<file path="src/rtl/eth_led_pkg.sv">
// Shared definitions for the Ethernet PHY LED status controller.
//   port_state_t : per-port LED state machine encoding
//   LM_*         : led_mode values (normal / all off / lamp test / locate)
package eth_led_pkg;

  typedef enum logic [1:0] {
    DOWN    = 2'd0,
    UP_IDLE = 2'd1,
    UP_ACT  = 2'd2
  } port_state_t;

  localparam logic [1:0] LM_NORMAL = 2'd0;
  localparam logic [1:0] LM_OFF    = 2'd1;
  localparam logic [1:0] LM_LAMP   = 2'd2;
  localparam logic [1:0] LM_LOCATE = 2'd3;

endpackage

</file>
<file path="src/rtl/eth_led_port.sv">
// One PHY port's LED status path: 2-flop input synchronizers, link debounce,
// activity pulse stretching, DOWN/UP_IDLE/UP_ACT state machine and the
// registered LED output mux with global mode override.
// Ports:
//   clk, rst                  clock, asynchronous active-low reset
//   phy_link/spd100/act       raw PHY signals (asynchronous to clk)
//   led_mode                  global LED mode (clk domain)
//   blink_phase, blink_wrap   shared blink generator phase and wrap strobe
//   led_link/speed/act        registered LED drives
//   link_chg                  1-cycle pulse per accepted link transition
module eth_led_port
  import eth_led_pkg::*;
#(
  parameter int unsigned DEBOUNCE_CYC = 500000,
  parameter int unsigned STRETCH_CYC  = 2500000
) (
  input  logic       clk,
  input  logic       rst,
  input  logic       phy_link,
  input  logic       phy_spd100,
  input  logic       phy_act,
  input  logic [1:0] led_mode,
  input  logic       blink_phase,
  input  logic       blink_wrap,
  output logic       led_link,
  output logic       led_speed,
  output logic       led_act,
  output logic       link_chg
);

  localparam int unsigned DB_W = $clog2(DEBOUNCE_CYC + 1);
  localparam int unsigned ST_W = $clog2(STRETCH_CYC + 1);
  localparam logic [DB_W-1:0] DB_LAST = DB_W'(DEBOUNCE_CYC - 1);
  localparam logic [ST_W-1:0] ST_LOAD = ST_W'(STRETCH_CYC);

  logic [1:0]      link_sync, spd_sync, act_sync;
  logic            link_s, spd_s, act_s, act_d, act_rise;
  logic            link_db, link_db_nxt, accept, chg_q;
  logic [DB_W-1:0] db_cnt;
  logic [ST_W-1:0] st_cnt;
  logic            act_hot;
  port_state_t     state_q, state_d;

  assign link_s   = link_sync[1];
  assign spd_s    = spd_sync[1];
  assign act_s    = act_sync[1];
  assign act_rise = act_s & ~act_d;
  assign act_hot  = (st_cnt != '0);

  assign accept      = (link_s != link_db) && (db_cnt == DB_LAST);
  assign link_db_nxt = accept ? link_s : link_db;

  // Synchronizers, debounce and stretch.
  // link_chg is pipelined one stage so it lines up with the LED outputs,
  // which are registered from the state that moves together with link_db.
  always_ff @(posedge clk or negedge rst) begin
    if (!rst) begin
      link_sync <= '0;
      spd_sync  <= '0;
      act_sync  <= '0;
      act_d     <= 1'b0;
      link_db   <= 1'b0;
      db_cnt    <= '0;
      chg_q     <= 1'b0;
      link_chg  <= 1'b0;
      st_cnt    <= '0;
    end else begin
      link_sync <= {link_sync[0], phy_link};
      spd_sync  <= {spd_sync[0], phy_spd100};
      act_sync  <= {act_sync[0], phy_act};
      act_d     <= act_s;

      if (link_s == link_db || accept) db_cnt <= '0;
      else                             db_cnt <= db_cnt + DB_W'(1);
      link_db  <= link_db_nxt;
      chg_q    <= accept;
      link_chg <= chg_q;

      if (!link_db)          st_cnt <= '0;
      else if (act_rise)     st_cnt <= ST_LOAD;
      else if (st_cnt != '0) st_cnt <= st_cnt - ST_W'(1);
    end
  end

  always_ff @(posedge clk or negedge rst) begin
    if (!rst) state_q <= DOWN;
    else      state_q <= state_d;
  end

  // The FSM follows the debounced link on the same edge link_db updates,
  // so the LEDs go dark one cycle after link_db falls.
  always_comb begin
    state_d = state_q;
    case (state_q)
      DOWN:    if (link_db_nxt) state_d = UP_IDLE;
      UP_IDLE: if (act_hot) state_d = UP_ACT;
      UP_ACT:  if (!act_hot && blink_wrap && blink_phase) state_d = UP_IDLE;
      default: state_d = DOWN;
    endcase
    if (!link_db_nxt) state_d = DOWN;
  end

  always_ff @(posedge clk or negedge rst) begin
    if (!rst) begin
      led_link  <= 1'b0;
      led_speed <= 1'b0;
      led_act   <= 1'b0;
    end else begin
      case (led_mode)
        LM_OFF: begin
          led_link  <= 1'b0;
          led_speed <= 1'b0;
          led_act   <= 1'b0;
        end
        LM_LAMP: begin
          led_link  <= 1'b1;
          led_speed <= 1'b1;
          led_act   <= 1'b1;
        end
        LM_LOCATE: begin
          led_link  <= blink_phase;
          led_speed <= blink_phase;
          led_act   <= blink_phase;
        end
        default: begin
          led_link  <= (state_q != DOWN);
          led_speed <= (state_q != DOWN) & spd_s;
          led_act   <= (state_q == UP_IDLE) | ((state_q == UP_ACT) & ~blink_phase);
        end
      endcase
    end
  end

endmodule

</file>
<file path="src/rtl/eth_led_status_ctrl.sv">
// Multi-port Ethernet PHY LED status controller top level.
// Holds the shared blink generator and instantiates one eth_led_port per PHY.
// Ports:
//   clk, rst                        clock, asynchronous active-low reset
//   phy_link/phy_spd100/phy_act     raw per-port PHY signals (asynchronous)
//   led_mode                        0 normal, 1 all off, 2 lamp test, 3 locate
//   led_link/led_speed/led_act      per-port LED drives
//   link_chg                        per-port debounced link change pulse
module eth_led_status_ctrl
  import eth_led_pkg::*;
#(
  parameter int unsigned N_PORTS        = 4,
  parameter int unsigned DEBOUNCE_CYC   = 500000,
  parameter int unsigned STRETCH_CYC    = 2500000,
  parameter int unsigned BLINK_HALF_CYC = 2500000
) (
  input  logic               clk,
  input  logic               rst,
  input  logic [N_PORTS-1:0] phy_link,
  input  logic [N_PORTS-1:0] phy_spd100,
  input  logic [N_PORTS-1:0] phy_act,
  input  logic [1:0]         led_mode,
  output logic [N_PORTS-1:0] led_link,
  output logic [N_PORTS-1:0] led_speed,
  output logic [N_PORTS-1:0] led_act,
  output logic [N_PORTS-1:0] link_chg
);

  localparam int unsigned BL_W = $clog2(BLINK_HALF_CYC + 1);
  localparam logic [BL_W-1:0] BL_LAST = BL_W'(BLINK_HALF_CYC - 1);

  logic [BL_W-1:0] blink_cnt;
  logic            blink_phase;
  logic            blink_wrap;

  assign blink_wrap = (blink_cnt == BL_LAST);

  always_ff @(posedge clk or negedge rst) begin
    if (!rst) begin
      blink_cnt   <= '0;
      blink_phase <= 1'b0;
    end else begin
      blink_cnt   <= blink_wrap ? '0 : blink_cnt + BL_W'(1);
      blink_phase <= blink_phase ^ blink_wrap;
    end
  end

  for (genvar g = 0; g < N_PORTS; g++) begin : g_port
    eth_led_port #(
      .DEBOUNCE_CYC(DEBOUNCE_CYC),
      .STRETCH_CYC (STRETCH_CYC)
    ) u_port (
      .clk        (clk),
      .rst        (rst),
      .phy_link   (phy_link[g]),
      .phy_spd100 (phy_spd100[g]),
      .phy_act    (phy_act[g]),
      .led_mode   (led_mode),
      .blink_phase(blink_phase),
      .blink_wrap (blink_wrap),
      .led_link   (led_link[g]),
      .led_speed  (led_speed[g]),
      .led_act    (led_act[g]),
      .link_chg   (link_chg[g])
    );
  end

endmodule
</file>
<file path="config.mk">
export PLATFORM = sky130hd
export DESIGN_NAME = eth_led_status_ctrl
export DESIGN_NICKNAME = d
export VERILOG_FILES = /design/src/rtl/eth_led_pkg.sv /design/src/rtl/eth_led_port.sv /design/src/rtl/eth_led_status_ctrl.sv
export SDC_FILE = /design/constraint.sdc
export NUM_CORES = 1
export LEC_CHECK = 0
export ABC_AREA = 1
export BUFFER_PORTS_ARGS = -buffer_cell sky130_fd_sc_hd__buf_2
export CAP_MARGIN = 20
export CORE_MARGIN = 3
export CORE_UTILIZATION = 45
export DETAILED_ROUTE_END_ITERATION = 8
export GPL_TIMING_DRIVEN = 0
export PLACE_DENSITY = 0.68
export SYNTH_ARGS = -nofsm -noshare
export SYNTH_HDL_FRONTEND = slang
export SYNTH_SLANG_ARGS = --single-unit
</file>
<file path="constraint.sdc">
create_clock -name clk -period 2.05 [get_ports clk]
set_input_delay 0.3075 -clock clk [delete_from_list [all_inputs] [get_ports clk]]
set_output_delay 0.3075 -clock clk [all_outputs]
set_load 0.1 [all_outputs]
</file>
# After elaboration in Yosys (flattened, before gate mapping)
# Index checks and enable logic that the tools add are counted.
dict set report word_totals {
  regBits 247
  wordCells 206
  input_bits 16
  out_inout_bits 16
}
dict set report classes {
  reduce_logical 36
  n_eq_ne 36
  bitwise_logic 22
  mux 49
  add_sub_neg 9
}
# cell n
set ops {}
lappend ops {{$mux 22} 13}
lappend ops {{$reduce_bool 22->1} 4}
lappend ops {{$sub 22x1->22 const B} 4}
lappend ops {{$add 19x1->19 const B} 4}
lappend ops {{$eq 19x19->1 const B} 4}
lappend ops {{$mux 19} 4}
lappend ops {{$pmux 1 s3} 12}
lappend ops {{$mux 2} 12}
lappend ops {{$ne 3x3->1 const B} 8}
lappend ops {{$pmux 2 s3} 4}
lappend ops {{$add 22x1->22 const B} 1}
lappend ops {{$eq 22x22->1 const B} 1}
lappend ops {{$and 1x1->1} 12}
lappend ops {{$eq 2x2->1 const B} 6}
lappend ops {{$logic_and 1x1->1} 12}
lappend ops {{$ne 3x2->1 const B} 4}
lappend ops {{$eq 2x1->1 const B} 5}
lappend ops {{$logic_not 2->1} 4}
lappend ops {{$reduce_and 2->1} 4}
lappend ops {{$reduce_bool 2->1} 4}
lappend ops {{$not 1->1} 5}
lappend ops {{$eq 1x1->1} 4}
lappend ops {{$logic_not 1->1} 4}
lappend ops {{$logic_or 1x1->1} 4}
lappend ops {{4 further kinds} 13}

# Logic depth before layout (Yosys ltp)
# Gate-level depths: netlist (run 1).
dict set report depth {
  ltp_word 7
  depth_mapped 11
  ltp_nobuf 11
}

# Cells and area by module
# A second synthesis (run 1) with hierarchy kept.
dict set report hier_totals {
  hier_cells 1717
  area_unflattened_um2 13495.4
}
# module cells_each instances seq_area_each_um2 area_per_inst_um2
set modules_own_cells {}
lappend modules_own_cells {{eth_led_port (g_port[1].u_port ...)} 383 3 1401.3 3039.2}
lappend modules_own_cells {{eth_led_port (g_port[0].u_port)} 383 1 1401.3 3044.2}
lappend modules_own_cells {eth_led_status_ctrl 185 1 575.6 1333.8}

# Worst setup path before layout (run 1)
# Ideal clock, no wire load.
dict set report synth_timing {
  kind {flip-flop to flip-flop}
  start {register g_port[0].u_port.st_cnt[0]}
  end {register g_port[0].u_port.st_cnt[13]}
  setup_time_ns 0.121
  n_path_buf 0
  setup_slack_ns 0.479
  stages_incl_launch_ff 10
  synth_period_minus_slack_ns 1.571
  required_ns 1.929
  t_arrival_ns 1.450
  cell_sequence {dfrtp_1 > inv_1 > ha_1 > nand2_2 > nor2_4 > nand2_2 > nor3_4 > nand3_1 > nand2_2 > nor2_1}
}
dict set report synth_between {
  elab_chain_len 4
  word_cells_on_any_way 6
  cone_classes {add/sub (1); eq/ne (1); mux (3); reduce/logical (1)}
}
# element line
set synth_lines {}
lappend synth_lines {{start: declaration} eth_led_port.sv:40} ;# logic [ST_W-1:0] st_cnt;
lappend synth_lines {{start signal: assignment} eth_led_port.sv:81} ;# else if (st_cnt != '0) st_cnt <= st_cnt - ST_W'(1);
lappend synth_lines {{$sub 22x1->22} eth_led_port.sv:81}
lappend synth_lines {{$mux 22} eth_led_port.sv:81}
lappend synth_lines {{$mux 22} eth_led_port.sv:80} ;# else if (act_rise) st_cnt <= ST_LOAD;
lappend synth_lines {{$mux 22} eth_led_port.sv:79} ;# if (!link_db) st_cnt <= '0;
# Parallel ways exist; a longest one is shown, timed or not. The select of a mux whose other input is x is not followed.
# A chain may end at the register's enable or synchronous reset.

# Final worst setup path (run 1)
dict set report layout_timing {
  start {register g_port[0].u_port.st_cnt[0]}
  end {register g_port[0].u_port.st_cnt[21]}
}
# The elaborated chain is that of the path after synthesis.

==> flow_summary.ini, run 1 <==
[synthesis]
postSynthNetCount = 1716
yosys.area.top_type = sky130_fd_sc_hd__dfrtp_1
yosysSeqAreaShare = 0.468
ys_warn_count = 0
synth-seq-cells = 247
netlist.area_leader.share = 0.468
synthesis.area_per_instance_sq_um = 7.82
synthTopCellsByArea = sky130_fd_sc_hd__dfrtp_1 (47%), sky130_fd_sc_hd__nand2_1 (8.8%), sky130_fd_sc_hd__nor2_1 (8.5%)
post_synth_instance_area_sq_um = 13200
yosysUniqueCellTypes = 52
netlist_instances = 1691

[floorplanning]
die-area_sq_um = 31500
pin_count = 32
fp.dieW_um = 177
floorplan.initialDensity = 0.458
placement_rows = 62
fp.coreArea_sq_um = 28900
chipHeight_um = 177

[critical_path]
timing.critical_path.mode_cell = sky130_fd_sc_hd__nand2_2
r2r.worst_path.cells = 9
reg2reg_to = g_port[0].u_port.st_cnt[21]
maximum_net_fanout_on_the_critical_path = 8
critical_path_required_ns = 2.47
path_cells = inv_1 -> ha_1 -> nand2_2 -> nor2_4 -> nand2_2 -> nor3_4 -> nand3_1 -> nand2_4 -> nor2_1
timing.rr.start = g_port[0].u_port.st_cnt[0]
timing.critical_path.from_type = flop
worst-endpoint-arrival_ns = 2.32
cp_slowest_stage_delay_ns = 0.42
crit_path_end_kind = flop
r2r_slack_ns = 0.16
crit_slowest_cell = sky130_fd_sc_hd__dfrtp_1
critical_path_type = flop to flop

[placement]
routability_congestion_estimate = 0.927
placed_instances = 2108
pre_cts_slack_ns = 0.168
place.port_buffers = 31
dp_hpwl_mm = 20.5

[outcome]
run_status = completed

[grt]
via_count_of_the_first_global_routing_pass = 10900
grt_pass1_wl_mm = 50.4
largest_net_degree_at_the_start_of_global_routing = 125
grt_usage = 0.189
grt_use_met3 = 0.0274
grt.overflow.total = 0
antenna_found_initial = 1
globalRoute.busiestLayer = met2
fraction_of_met1_tracks_used_by_global_routing = 0.262
met2_usage = 0.309

[detailed_routing]
vias_per_cell = 5.05
drt_drc_violations_left = 0
routed_wl_mm = 28.6
vias = 11000
number_of_nets_with_antenna_violations_after_detailed_routing = 0
detailedRoute.firstIterationViolations = 790
firstDrtPassIters = 5
post_drt_wl_per_cell_um = 13.1

[sta]
layout_min_cycle_time_ns = 1.89
max_clock_freq_ghz = 0.528
actual_transition_at_the_worst_max_transition_pin_ns = 0.647
fin_hold_ws_ns = 0.0333
finClkSkew_ns = 0.00833
post-route-worst-setup-slack_ns = 0.157
final_setup_violating_endpoints = 0
part_of_the_cycle_the_worst_path_needs = 0.924
hold_viol = 0
drv_slew = 0
slew-limit-headroom = 0.569
rsz0062_at_grt = false

[clock_tree]
cts_tree = yes
clock_latency_ns = 0.54
post_cts_clock_slew_at_the_launch_and_capture_registers_of_the_worst_setup_and_hold_paths_ns = 0.06
cts_inserted_buffers = 29
clock_sink_count = 247
max-clock-path-buffers = 3
clockRootBuffer = sky130_fd_sc_hd__clkbuf_16
ctsHtreeMaxLevel = 1

[power]
cellLeakagePower_uw = 0.00771
power-per-cell-area_nw_per_um2 = 694
ir_drop_v = 0.000583

[layout]
syn2layout_area_growth_pct = 13.6
final-instance-count-excl-fill = 2174
most_common_cell_after_layout_fill_and_taps_aside = sky130_fd_sc_hd__nand2_1
post_route_cells_drive_above_1_share = 0.117
final_net_count = 1793
finish.utilization = 0.520
layout.area.seq_sq_um = 6180
multiInputGateArea_sq_um = 5960
layout.filler_cells = 2733
mostFrequentLayoutCells = sky130_fd_sc_hd__nand2_1 (310), sky130_fd_sc_hd__nor2_1 (300), sky130_fd_sc_hd__dfrtp_1 (247), sky130_fd_sc_hd__inv_1 (226), sky130_fd_sc_hd__nand3_1 (109)

[flow_run]
cap_viol_max_count = 0

[hold_path]
hold_start = led_mode[0]
min_delay_path_depth = 2
worstHoldEndpoint = g_port[3].u_port.led_speed
worst_hold_path_type = input pin to flop
[synth_stat cells, drive strengths merged]
cell type  number
a211oi          2
a21boi          1
a21oi          75
a221oi          2
a31oi           5
and2            1
and3            1
buf            19
clkbuf          4
clkinv          2
dfrtp         247
ha              9
inv           242
mux2i           2
nand2         331
nand3         116
nand3b         10
nand4          55
nor2          344
nor3           72
nor3b           8
nor4            5
o211ai          5
o21a            6
o21ai          65
o21bai          3
o22ai           4
o31ai           4
or2             6
xnor2           7
xor2           38
[stage by stage]
step	power, uW	instance area (sq um)	TNS [ns]
after CTS	10600	15000	0
after global placement	5440	13900	-949.93
final	10400	15000	0
after detailed placement	5460	13900	0
after global routing	10800	15000	0
after floorplan	5270	13200	0
[registers in the layout (all words and copies together) (netlist names)]
name	cells
g_port.u_port.st_cnt	88
g_port.u_port.db_cnt	76
blink_cnt	22
g_port.u_port.act_sync	8
g_port.u_port.link_sync	8
g_port.u_port.spd_sync	8
g_port.u_port.state_q	8
g_port.u_port.act_d	4
g_port.u_port.chg_q	4
g_port.u_port.led_act	4
g_port.u_port.led_link	4
g_port.u_port.led_speed	4
g_port.u_port.link_chg	4
g_port.u_port.link_db	4
blink_phase	1
[cell families (layout without fill, tap and decap cells)]
kind of cell	count (synthesis)	in the layout	share of synthesized area
mux	2	2	0.00151
xor+xnor	45	45	0.0304
simple gates	949	949	0.338
flops	247	247	0.468
compound gates	172	172	0.0728
fa+ha+maj	9	9	0.00852
buf+inv	267	365	0.0814
other cells	0	1	0
[timing repair]
action | CTS | global route
setup endpoints to repair | 0 | 2
endpoints found under the hold margin | 59 | 0
setup buffers | 0 | 0
hold buffers | 13 | 0
gates resized for setup | 0 | 1
[power by group]
group / total [uW] / internal [uW] / leakage, uW / switching (uW)
clock network: 5040 / 3030 / 0.000472 / 2000
logic: 401 / 102 / 0.00389 / 299
registers: 4980 / 4940 / 0.00335 / 43.7
total: 10400 / 8070 / 0.00771 / 2350
[worst max path at each step]
stage                                    start  slack [ns]  depth (start not counted)                           to
floorplan           g_port[0].u_port.st_cnt[0]        0.48                          9  g_port[0].u_port.st_cnt[13]
global placement                           rst       -3.88                          1   g_port[2].u_port.st_cnt[5]
detailed placement  g_port[0].u_port.st_cnt[0]        0.17                          9  g_port[0].u_port.st_cnt[17]
CTS                 g_port[0].u_port.st_cnt[0]        0.15                          9  g_port[0].u_port.st_cnt[13]
global route        g_port[3].u_port.st_cnt[0]       0.006                          9  g_port[3].u_port.st_cnt[18]
finish              g_port[0].u_port.st_cnt[0]        0.16                          9  g_port[0].u_port.st_cnt[21]
[routing by layer]
| layer | up-vias | wire (um) |
|---|---|---|
| met1 | 5112 | 13600 |
| met4 | 0 | 676 |
| met3 | 56 | 1220 |
| met5 | - | 0 |
| li1 | 5594 | - |
| met2 | 217 | 13000 |
[layout make-up]
cell class	instances	area share
inverter	244	0.0610
timing repair buffer	46	0.0233
antenna	1	0.000167
multi-input combinational	1177	0.397
clock buffer	41	0.0574
tap	384	0.0320
sequential	247	0.412
buffer	23	0.0107
clock inverter	11	0.00617
[worst max-delay path, delay by kind of cell, from the launching register on]
kind | cells | cell delay, ns
adders and majority gates | 1 | 0.24
DFF | 1 | 0.42
buffers and inverters | 1 | 0.13
and+or+nand+nor | 7 | 0.99
(Power assumes the default switching activity.)
==> run 2, diff against run 1 <==
CTS_BUF_LIST = sky130_fd_sc_hd__clkbuf_4 sky130_fd_sc_hd__clkbuf_8   (was not set)
==> flow_summary.ini, run 2 (synthesis gave the netlist of run 1 again) <==
[critical_path]
combined_buffer_and_inverter_count_along_the_critical_path = 1
worst-endpoint-arrival_ns = 2.31
timing.critical_path.from_type = flop
crit_path_end_kind = flop
critical_path_type = flop to flop
crit_slowest_cell = sky130_fd_sc_hd__dfrtp_1
cp_slowest_stage_delay_ns = 0.42
path_cells = inv_1 -> ha_1 -> nand2_2 -> nor2_4 -> nand2_2 -> nor3_4 -> nand3_1 -> nand2_4 -> nor2_1
critical_path_required_ns = 2.47
maximum_net_fanout_on_the_critical_path = 8
timing.critical_path.mode_cell = sky130_fd_sc_hd__nand2_2
critical-path-top-delay-family = simple AND/OR/NAND/NOR gates

[detailed_routing]
number_of_nets_with_antenna_violations_after_detailed_routing = 0
routed_wl_mm = 28.7
vias = 11000
vias_per_cell = 5.02
drt_drc_violations_left = 0
detailedRoute.firstIterationViolations = 839
firstDrtPassIters = 6
post_drt_wl_per_cell_um = 13.0

[placement]
post_place_instance_area_sq_um = 13900
routability_congestion_estimate = 0.927
place.port_buffers = 31
dp_hpwl_mm = 20.5

[layout]
largest_register_ff_count = 88
layout.area.seq_sq_um = 6180
mostFrequentLayoutCells = sky130_fd_sc_hd__nand2_1 (310), sky130_fd_sc_hd__nor2_1 (300), sky130_fd_sc_hd__dfrtp_1 (247), sky130_fd_sc_hd__inv_1 (226), sky130_fd_sc_hd__nand3_1 (109)
layout.filler_cells = 2720
syn2layout_area_growth_pct = 13.9
largest_register = g_port.u_port.st_cnt
post_route_cells_drive_above_1_share = 0.130
most_common_cell_after_layout_fill_and_taps_aside = sky130_fd_sc_hd__nand2_1
multiInputGateArea_sq_um = 5960
final_net_count = 1808
top_regs = g_port.u_port.st_cnt: 88 flops, g_port.u_port.db_cnt: 76 flops, blink_cnt: 22 flops
fin_area_sq_um = 15100

[sta]
finClkSkew_ns = 0.0153
hold_viol = 0
actual_transition_at_the_worst_max_transition_pin_ns = 0.611
max_clock_freq_ghz = 0.528
fin_hold_ws_ns = 0.0471
part_of_the_cycle_the_worst_path_needs = 0.924
rsz0062_at_grt = false
drv_slew = 0
layout_min_cycle_time_ns = 1.89
final_setup_violating_endpoints = 0
slew-limit-headroom = 0.592

[grt]
fraction_of_met1_tracks_used_by_global_routing = 0.263
grt.overflow.total = 0
grt_use_met3 = 0.0321
antenna_found_initial = 1
globalRoute.busiestLayer = met2
largest_net_degree_at_the_start_of_global_routing = 125
grt_usage = 0.191
met2_usage = 0.311
via_count_of_the_first_global_routing_pass = 11000
grt_pass1_wl_mm = 50.6

[power]
cellLeakagePower_uw = 0.00777
ir_drop_v = 0.000435
power_uw = 10500
power-per-cell-area_nw_per_um2 = 696

[clock_tree]
clock_sink_count = 247
clockRootBuffer = sky130_fd_sc_hd__clkbuf_8
post-cts-setup-buffers = 0
cts_inserted_buffers = 44
post_cts_clock_slew_at_the_launch_and_capture_registers_of_the_worst_setup_and_hold_paths_ns = 0.06
cts_tree = yes
ctsHtreeMaxLevel = 2
max-clock-path-buffers = 3
clock_latency_ns = 0.54

[floorplanning]
chipHeight_um = 177
pin_count = 32
placement_rows = 62
floorplan.initialDensity = 0.458
die-area_sq_um = 31500
fp.coreArea_sq_um = 28900
fp.dieW_um = 177

[outcome]
run_status = completed

[hold_path]
worst_hold_path_type = input pin to flop

[flow_run]
cap_viol_max_count = 0
[run 2: metal layers]
metal,wire (um),vias to the layer above
li1,-,5617
met1,13700,5156
met2,13100,209
met3,1250,53
met4,637,0
met5,0,-
[run 2: layout make-up]
class                   instances  area share
clock inverters                11     0.00881
well taps                     384      0.0319
diodes                          1    0.000166
flip-flops and latches        247       0.411
multi-input cells            1177       0.396
clock buffers                  65      0.0578
plain buffers                  23      0.0106
repair buffers                 46      0.0233
inverters                     244      0.0608
[run 2: where the power goes]
group,internal (uW),switching [uW],leakage (uW)
Clock,3090,2010,0.000527
Sequential,4940,44.1,0.00335
Combinational,102,299,0.00389
Total,8130,2350,0.00777
[run 2: final timing paths]
check                                               endpoint  cells past startpoint                         start  slack, ns
worst max-delay path             g_port[0].u_port.st_cnt[13]                      9    g_port[0].u_port.st_cnt[0]       0.16
worst min-delay path              g_port[3].u_port.led_speed                      2                   led_mode[0]       0.05
worst max register to register   g_port[0].u_port.st_cnt[13]                      9    g_port[0].u_port.st_cnt[0]       0.16
worst min register to register  g_port[1].u_port.act_sync[1]                      0  g_port[1].u_port.act_sync[0]       0.34
max in group asynchronous        g_port[2].u_port.db_cnt[17]                      4                           rst       0.47
min in group asynchronous        g_port[3].u_port.db_cnt[13]                      2                           rst       0.25
[run 2: what timing repair did]
| item | 4_1_cts | 5_1_grt |
|---|---|---|
| hold buffers | 13 | 0 |
| endpoints found under the hold margin | 59 | 0 |
| resized for setup | 0 | 1 |
| setup endpoints to repair | 0 | 2 |
[run 2: stage by stage]
step / setup WS (ns) / util / setup TNS [ns] / std cells
2_1_floorplan: 0.479 / - / 0 / 1691
3_3_place_gp: -3.88 / 0.480 / -949.93 / 2106
3_5_place_dp: 0.168 / 0.482 / 0 / 2108
4_1_cts: 0.128 / 0.522 / 0 / 2197
5_1_grt: 0.000187 / 0.522 / 0 / 2198
6_report: 0.156 / 0.522 / 0 / 2198
